### src/rtl/setdata_uart_send.sv
// Write-strobe sequencer for a parallel-bus UART: each data_ready rise yields setup, wrn low pulse, hold.
// Latency: rise sampled at E0 -> SETUP at E2 -> wrn low at E2+SETUP_CYC; one extra request is queued, more are dropped.
module setdata_uart_send #(
  parameter int unsigned SETUP_CYC  = 2,
  parameter int unsigned WR_LOW_CYC = 4,
  parameter int unsigned HOLD_CYC   = 2,
  parameter int unsigned CNT_W      = 8
) (
  input  logic clk_sample,
  input  logic rst,
  input  logic data_ready,
  output logic wrn,
  output logic rdn
);

  typedef enum logic [1:0] {
    IDLE   = 2'd0,
    SETUP  = 2'd1,
    STROBE = 2'd2,
    HOLD   = 2'd3
  } state_t;

  localparam logic [CNT_W-1:0] SETUP_LAST  = CNT_W'(SETUP_CYC - 1);
  localparam logic [CNT_W-1:0] STROBE_LAST = CNT_W'(WR_LOW_CYC - 1);
  localparam logic [CNT_W-1:0] HOLD_LAST   = CNT_W'(HOLD_CYC - 1);

  state_t           state_q;
  logic [CNT_W-1:0] cnt_q;
  logic             pending_q;
  logic             wrn_q;
  logic             s1_q, s2_q, s3_q;

  logic             rise;
  logic             hold_done;
  logic [CNT_W-1:0] cnt_d;

  assign rise      = s2_q & ~s3_q;
  assign hold_done = (state_q == HOLD) && (cnt_q == HOLD_LAST);
  // Counter holds at all-ones rather than wrapping.
  assign cnt_d     = (cnt_q == {CNT_W{1'b1}}) ? cnt_q : cnt_q + CNT_W'(1);

  always_ff @(posedge clk_sample or negedge rst) begin
    if (!rst) begin
      state_q   <= IDLE;
      cnt_q     <= '0;
      pending_q <= 1'b0;
      wrn_q     <= 1'b1;
      s1_q      <= 1'b0;
      s2_q      <= 1'b0;
      s3_q      <= 1'b0;
    end else begin
      s1_q <= data_ready;
      s2_q <= s1_q;
      s3_q <= s2_q;

      // A rise coinciding with HOLD completion is consumed directly below instead.
      if (rise && (state_q != IDLE) && !hold_done) begin
        pending_q <= 1'b1;
      end

      case (state_q)
        IDLE: begin
          wrn_q <= 1'b1;
          if (rise) begin
            state_q <= SETUP;
            cnt_q   <= '0;
          end
        end
        SETUP: begin
          if (cnt_q == SETUP_LAST) begin
            state_q <= STROBE;
            wrn_q   <= 1'b0;
            cnt_q   <= '0;
          end else begin
            cnt_q <= cnt_d;
          end
        end
        STROBE: begin
          if (cnt_q == STROBE_LAST) begin
            state_q <= HOLD;
            wrn_q   <= 1'b1;
            cnt_q   <= '0;
          end else begin
            cnt_q <= cnt_d;
          end
        end
        HOLD: begin
          if (hold_done) begin
            cnt_q <= '0;
            if (pending_q || rise) begin
              state_q   <= SETUP;
              pending_q <= 1'b0;
            end else begin
              state_q <= IDLE;
            end
          end else begin
            cnt_q <= cnt_d;
          end
        end
        default: begin
          state_q <= IDLE;
          wrn_q   <= 1'b1;
          cnt_q   <= '0;
        end
      endcase
    end
  end

  assign wrn = wrn_q;
  assign rdn = 1'b1;

endmodule

### config.mk
export PLATFORM = sky130hd
export DESIGN_NAME = setdata_uart_send
export DESIGN_NICKNAME = d
export VERILOG_FILES = /design/src/rtl/setdata_uart_send.sv
export SDC_FILE = /design/constraint.sdc
export NUM_CORES = 1
export LEC_CHECK = 0
export CORE_MARGIN = 4
export CORE_UTILIZATION = 60
export CTS_BUF_LIST = sky130_fd_sc_hd__clkbuf_4
export DETAILED_ROUTE_END_ITERATION = 6
export DONT_BUFFER_PORTS = 1
export GPL_TIMING_DRIVEN = 0
export PLACE_DENSITY = 0.76
export REMOVE_ABC_BUFFERS = 1
export SYNTH_ARGS = -nofsm -noshare
export SYNTH_HDL_FRONTEND = slang
export SYNTH_SLANG_ARGS = --single-unit
### constraint.sdc
create_clock -name clk_sample -period 5.2 [get_ports clk_sample]
set_input_delay 1.04 -clock clk_sample [delete_from_list [all_inputs] [get_ports clk_sample]]
set_output_delay 1.04 -clock clk_sample [all_outputs]
set_load 0.05 [all_outputs]
# Yosys cells after proc, flatten, opt, wreduce, memory -nomap -nowiden
# Cells that the tools add are included.
word_totals:
  ff_bits: 15
  latchBits: 0
  ramBits: 0
  mem_bits_ro: 0
  memories: 0
classes:
  addsub: 1
  mul: 0
  n_div: 0
  order_cmp: 0
  eq_ne: 10
  n_shift: 0
  mux: 19
  n_bitwise: 2
  n_reduce_logical: 10
op_table:
  columns: ["op", "count"]
  rows:
  - ["8-bit 2-to-1 mux", 5]
  - ["8-bit one-hot mux with 4 select lines", 1]
  - ["8-bit by 1-bit adder with 8-bit output, second input constant", 1]
  - ["8-bit by 1-bit equality test with 1-bit output, second input constant", 1]
  - ["8-bit by 2-bit equality test with 1-bit output, second input constant", 1]
  - ["8-bit equality test, second input constant", 1]
  - ["2-bit 2-to-1 mux", 4]
  - ["2-bit != test, second input constant", 4]
  - ["2-bit one-hot mux with 4 select lines", 1]
  - ["1-bit 2-to-1 mux", 7]
  - ["2-bit equality test, second input constant", 2]
  - ["4-bit AND reduction", 1]
  - ["1-bit logical AND", 3]
  - ["1-bit one-hot mux with 3 select lines", 1]
  - ["3-bit AND reduction", 1]
  - ["3-bit nonzero test", 1]
  - ["2-bit by 1-bit equality test with 1-bit output, second input constant", 1]
  - ["2-bit zero test", 1]
  - ["2-bit nonzero test", 1]
  - ["1-bit AND", 1]
  - ["1-bit zero test", 1]
  - ["1-bit logical OR", 1]
  - ["1-bit inverter", 1]

# Depth between registers and ports, before layout
# Gate-level depths: netlist of run 1.
depth:
  depth_word: 8
  depth_mapped: 7

# Worst setup path before layout of run 1
# OpenSTA, ideal clock, no wires.
synth_path:
  path_type: "register -> register"
  startpoint: "register cnt_q[4]"
  endpoint: "register state_q[1]"
  t_arrival_ps: 1723
  required_time_ps: 5073
  setup_slack_ps: 3350
  stages_incl_launch_ff: 7
  n_path_buf: 1
  synth_period_minus_slack_ps: 1850
  path_cell_list: "dfrtp_1 nor4_1 and3_1 buf_6 a2bb2oi_1 and2_1 mux2_1"
synth_between:
  elab_chain_len: 4
  word_cells_on_any_way: 7
  cone_classes: "eq/ne: 5; reduce/logical: 2"
synth_rtl:
  columns: ["element", "line", "text"]
  rows:
  - ["from (decl)", "28", "logic [CNT_W-1:0] cnt_q;"]
  - ["from (signal assigned)", "75", "cnt_q <= cnt_d;"]
  - ["from (signal assigned)", "84", "cnt_q <= cnt_d;"]
  - ["from (signal assigned)", "97", "cnt_q <= cnt_d;"]
  - ["8-bit by 1-bit equality test with 1-bit output", "38, 70", null]
  - ["1-bit logical AND", "38", "assign hold_done = (state_q == HOLD) && (cnt_q == HOLD_LAST);"]
  - ["2-bit != test (no line)", null, null]
  - ["4-bit AND reduction (no line) (*)", null, null]
  - ["to (signal assigned)", "44", "state_q <= IDLE;"]
  - ["to (signal assigned)", "71", "state_q <= STROBE;"]
  - ["to (signal assigned)", "80", "state_q <= HOLD;"]
  - ["to (decl)", "27", "state_t state_q;"]
# Mark *: on every way between the ends. The rest lies on a longest branch, timed or not.
# A chain may end at the register's enable or synchronous reset.

# Worst setup path in the final report of run 1
# Same ends and word-level chain as after synthesis.

==> results.toml, run 1 <==
[outcome]
status = "complete, no violations"

[synth]
ys_warn_count = 0
synth-seq-cells = 15
synthFlopType = "dfrtp_1"
synth_seq_area_share = 0.420
synth_top_cell_area_share = 0.391
synth_area_leaders = "dfrtp_1, ha_1, a21oi_1, o32ai_4, dfstp_2"
yosys.area.top_type = "dfrtp_1"
synth_edf_count = 0
synthCells = 92
ys_types = 34
synth_area_per_cell_um2 = 9.74
yosys-top-cells-count = "dfrtp_1, a21oi_1, inv_1, nor2_1"
netlist_area_um2 = 896
async_reset_ff_frac = 1.00
yosysMostFrequentCell = "dfrtp_1"

[setup_path]
crit_buf_inv = 0
crit_family = "simple AND/OR/NAND/NOR gates"
cp.required_ns = 5.37
end_kind = "flop"
reg2reg_depth = 5
slowest_delay_ns = 0.45
r2r_start = "cnt_q[4]$_DFFE_PN0N_"
cp_cell_sequence = "nor4_1 -> and3_1 -> a2bb2oi_1 -> and2_1 -> mux2_1"
crit_cells = 5
crit_arrival_ns = 2.28
crit_path_start = "cnt_q[4]$_DFFE_PN0N_"
crit_path_top_delay_cell = "dfrtp_1"
critPathMaxFanout = 6
critical_path_class = "reg -> reg"
crit_end = "state_q[1]$_DFFE_PN0P_"
start_kind = "flop"
rr_endpoint = "state_q[1]$_DFFE_PN0P_"
rrSetupSlack_ns = 3.09

[power_and_ir_drop]
max-vdd-ir-drop_uv = 309
pwr-share-comb = 0.514
p_seq_frac = 0.345
pwr-share-clk = 0.141
power_leakage_nw = 0.423
power.density_mw_per_mm2 = 568
p_sw_w = 0.000222
p_int_w = 0.000300
switching_share = 0.426

[layout]
drive_above_1_share = 0.108
fillCellCount = 112
num_antenna_cells = 0
regArea_um2 = 377
area_delta_synth_final_pct = 2.51
multi_input_area_um2 = 467
nNetsFinal = 103

[placement]
pre_cts_ws_ns = 3.12
dp_hpwl_mm = 1.16
port_buffers = 0
gp_congestion = 0.783

[min_path]
hp-class = "reg -> reg"

[global_route]
antenna_found_initial = 0
grtUsageTotal = 0.190
grt_max_degree = 16
grt_pass1_wl_mm = 2.82
grt_pass1_vias = 642
gr-total-overflow = 0

[routing]
drc = 0
routedWlPerCell_um = 14.8
viasPerCell = 6.34
ant_nets = 0
drtPass1Iterations = 4
wl_mm = 1.60
vias = 685
dr.first_iter.drc_count = 20

[clock_network]
cts_resized = 0
postCtsSetupBuffers = 0
clk_latency_ns = 0.29
ctsHtreeMaxLevel = 1
ctsHoldBuffers = 0
cts_inserted_buffers = 3
clockBufferDepth = 2
clk_pin_slew_worst_paths_ns = 0.09
clkSinkCount = 15
cts-root-buf = "clkbuf_4"
cts_tree = "yes"

[die]
dieHeight_um = 46.6
rows = 13
start_util = 0.664
fp.dieArea_mm2 = 0.00218
core_mm2 = 0.00135
boundaryPins = 5
die_width_um = 46.6

[timing]
layout_min_cycle_time_ns = 2.11
worst_slack_ns = 3.09
final_max_slew_viol_count = 0
setup_viol = 0
fin_crit_sh = 0.406
setup-tns-final_ns = 0
fmaxAchievable_ghz = 0.474
worst_clock_skew_ns = 0.00944
hold_violations = 0
rsz0062_at_grt = "false"

[run]
drv_cap = 0
[layout make-up]
cell class                 instances  area share
tap                               15      0.0204
sequential                        15       0.410
inverter                           7      0.0286
multi-input combinational         67       0.508
clock buffer                       4      0.0327
[power by group through the flow]
stage	sequential (W)	clock, W	combinational, W
after floorplan	0.000177	0	0.000221
after global placement	0.000181	0	0.000256
after detailed placement	0.000182	0	0.000264
after CTS	0.000180	0.0000761	0.000266
after global routing	0.000185	0.0000822	0.000299
final	0.000180	0.0000735	0.000268
[metal layers]
layer  vias to the layer above  GRT usage  part of all wire
met4                         0      0.122             0.028
met2                        19      0.269              0.44
li1                        335          -                 -
met1                       326      0.256              0.48
met3                         5     0.0469             0.048
met5                         -          0                 0
[sequential cells by signal (all words and copies together), names as in the netlist]
signal	cells
wrn	1
cnt_q	8
s1_q	1
s3_q	1
pending_q	1
state_q	2
s2_q	1
[worst reg2reg max path, cell delays in order (launching register included)]
cell	delay (ns)
dfrtp_1	0.45
nor4_1	0.42
and3_1	0.39
a2bb2oi_1	0.24
and2_1	0.18
mux2_1	0.32
[metrics by stage]
stage | util | std cells | power (W) | hold WS, ns | instance area (µm²)
finish | 0.680 | 108 | 0.000522 | 0.359 | 918
global placement | 0.658 | 104 | 0.000437 | 0.344 | 888
CTS | 0.680 | 108 | 0.000522 | 0.366 | 918
floorplan | - | 89 | 0.000398 | 0.331 | 870
global route | 0.680 | 108 | 0.000566 | 0.374 | 918
detailed placement | 0.658 | 104 | 0.000446 | 0.346 | 888
[cell families after synthesis]
group / count (synthesis) / share of synthesized area
AND/OR/NAND/NOR: 31 / 0.180
multiplexers: 2 / 0.0237
buffers and inverters: 10 / 0.0587
other: 1 / 0.00419
flip-flops: 15 / 0.420
adder cells (fa/ha/maj): 6 / 0.0838
AO/OA/AOI/OAI: 27 / 0.229
[cells in the final DEF (no fill, tap or decap), types with 2 or more instances in the layout]
master    count
a31oi_1       2
and3_2        2
o21a_1        2
nand2_1       6
o21ai_0       4
clkbuf_4      4
dfrtp_1      14
nand3_1       3
o22ai_1       2
a21oi_1       9
and2_1        3
ha_1          6
inv_1         7
nor2_1        7
and3_1        3
nand2b_1      2
[how the worst min path moves through the flow]
stage                              start              to  slack, ns  cells past startpoint
after global routing      s1_q$_DFF_PN0_  s2_q$_DFF_PN0_       0.37                      0
after global placement    s1_q$_DFF_PN0_  s2_q$_DFF_PN0_       0.34                      0
final                     s1_q$_DFF_PN0_  s2_q$_DFF_PN0_       0.36                      0
after floorplan           s1_q$_DFF_PN0_  s2_q$_DFF_PN0_       0.33                      0
after CTS                 s1_q$_DFF_PN0_  s2_q$_DFF_PN0_       0.37                      0
after detailed placement  s1_q$_DFF_PN0_  s2_q$_DFF_PN0_       0.35                      0
Power figures use the tool's default switching activity.
==> run 2, diff against run 1 <==
--- a/config.mk
+++ b/config.mk
@@ -6,7 +6,7 @@
 export NUM_CORES = 1
 export LEC_CHECK = 0
 export CORE_MARGIN = 4
-export CORE_UTILIZATION = 60
+export CORE_UTILIZATION = 58
 export CTS_BUF_LIST = sky130_fd_sc_hd__clkbuf_4
 export DETAILED_ROUTE_END_ITERATION = 6
 export DONT_BUFFER_PORTS = 1
==> constraint.sdc (replaced) <==
create_clock -name clk_sample -period 1.9 [get_ports clk_sample]
set_input_delay 0.38 -clock clk_sample [delete_from_list [all_inputs] [get_ports clk_sample]]
set_output_delay 0.38 -clock clk_sample [all_outputs]
set_load 0.05 [all_outputs]
==> results.toml, run 2 (synthesis gave the netlist of run 1 again) <==
[outcome]
status = "complete, no violations"

[layout]
largest_reg_flops = 8
nNetsFinal = 108
drive_above_1_share = 0.224
top_register = "cnt_q"
top_regs = "cnt_q: 8 flops, state_q: 2 flops"
final_common_cell = "dfrtp_1"
finalNonFillerCells = 113
final_cell_mix = "dfrtp_1, a21oi_1, inv_1"
post-route-cell-area_um2 = 987
area_delta_synth_final_pct = 10.2
num_antenna_cells = 0

[die]
fp.dieArea_mm2 = 0.00224
dieHeight_um = 47.3
rows = 13
boundaryPins = 5
die_width_um = 47.3
core_mm2 = 0.00138
start_util = 0.648

[global_route]
grtUsageTotal = 0.185
gr-total-overflow = 0
antenna_found_initial = 0
grt_pass1_vias = 690
grt_max_degree = 16
grt_pass1_wl_mm = 2.93

[routing]
dr.first_iter.drc_count = 25
drc = 0
wl_mm = 1.65
ant_nets = 0
routedWlPerCell_um = 14.6
viasPerCell = 6.12
drtPass1Iterations = 4
vias = 692

[timing]
fmaxAchievable_ghz = 0.545
layout_min_cycle_time_ns = 1.83
slew_headroom = 0.574
setup-tns-final_ns = 0
worstMarginPinSlew_ns = 0.636
worst_clock_skew_ns = 0.00105
final_max_slew_viol_count = 0
fin_crit_sh = 0.965
rsz0062_at_grt = "true"
setup_viol = 0
whs_ns = 0.119
hold_violations = 0
worst_slack_ns = 0.0656

[placement]
place_inst = 104
port_buffers = 0
pre_cts_ws_ns = -0.198
dp_hpwl_mm = 1.10
placed_cell_area_um2 = 888
gp_congestion = 0.768

[clock_network]
cts_tree = "yes"
clockBufferDepth = 2
ctsHtreeMaxLevel = 1
cts-root-buf = "clkbuf_4"
clk_latency_ns = 0.28
cts_inserted_buffers = 3
clk_pin_slew_worst_paths_ns = 0.09
clkSinkCount = 15

[power_and_ir_drop]
power.density_mw_per_mm2 = 1570
power_leakage_nw = 0.449
max-vdd-ir-drop_uv = 896

[setup_path]
cp.required_ns = 2.07
critPathMaxFanout = 5
r2r_start = "cnt_q[7]$_DFFE_PN0N_"
critical_path_class = "reg -> reg"
end_kind = "flop"
start_kind = "flop"
crit_path_start = "cnt_q[7]$_DFFE_PN0N_"
crit_arrival_ns = 2.00
reg2reg_depth = 5

[run]
drv_cap = 0

[min_path]
whs_path_depth = 0
hp-start = "data_ready"
hp-class = "in -> reg"
==> run 2: cell types whose count changed in the layout (fill, tap and decap cells not counted), sizes merged <==
cell and delta:
buf +4, clkbuf -1, clkinv +1, dlygate4sd3 +1
==> run 2: final timing paths <==
| check | to | slack, ns |
|---|---|---|
| worst max-delay path | state_q[1]$_DFFE_PN0P_ | 0.07 |
| worst min register to register | s2_q$_DFF_PN0_ | 0.37 |
| min in group asynchronous | cnt_q[5]$_DFFE_PN0N_ | 0.55 |
| worst min-delay path | s1_q$_DFF_PN0_ | 0.12 |
| worst max register to register | state_q[1]$_DFFE_PN0P_ | 0.07 |
| max in group asynchronous | cnt_q[7]$_DFFE_PN0N_ | 0.90 |
==> run 2: critical path: stages, from the launching register on <==
cell       delay [ns]
dfrtp_2          0.45
nor4_4           0.34
and3_4           0.24
a2bb2oi_1        0.20
and2_4           0.18
mux2_1           0.31
==> run 2: cell type report <==
class | instances | area, µm²
clock buffers | 3 | 22.5
fillers | 99 | 395
flip-flops and latches | 15 | 380
repair buffers | 5 | 40.0
multi-input cells | 67 | 494
clock inverters | 1 | 5.00
well taps | 15 | 18.8
inverters | 7 | 26.3
==> run 2: report_power, final <==
part           leakage, nW  internal, W  switching, W  total, W
clock               0.0177    0.0000781      0.000103  0.000181
sequential           0.185     0.000397     0.0000945  0.000492
combinational        0.246     0.000439      0.000440  0.000879
total                0.449     0.000914      0.000638   0.00155
==> run 2: per-layer routing <==
layer,share of wire,up-vias,wire length [µm],global-route usage
li1,-,341,-,-
met1,0.45,323,740,0.243
met2,0.48,28,798,0.291
met3,0.065,0,107,0.0498
met4,0,0,0,0.0663
met5,0,-,0,0
==> run 2: stage by stage <==
step	power, W	utilization
after floorplan	0.00109	-
after global placement	0.00119	0.643
after detailed placement	0.00122	0.643
after CTS	0.00143	0.690
after global routing	0.00170	0.714
final	0.00155	0.714
==> run 2: what timing repair did <==
item | CTS | global route
pin swaps | 1 | 3
buffers inserted | 1 | 3
endpoints found under the hold margin | 15 | 0
resized for setup | 5 | 5
setup endpoints to repair | 2 | 6
gates cloned | 0 | 0
hold buffers | 1 | 0
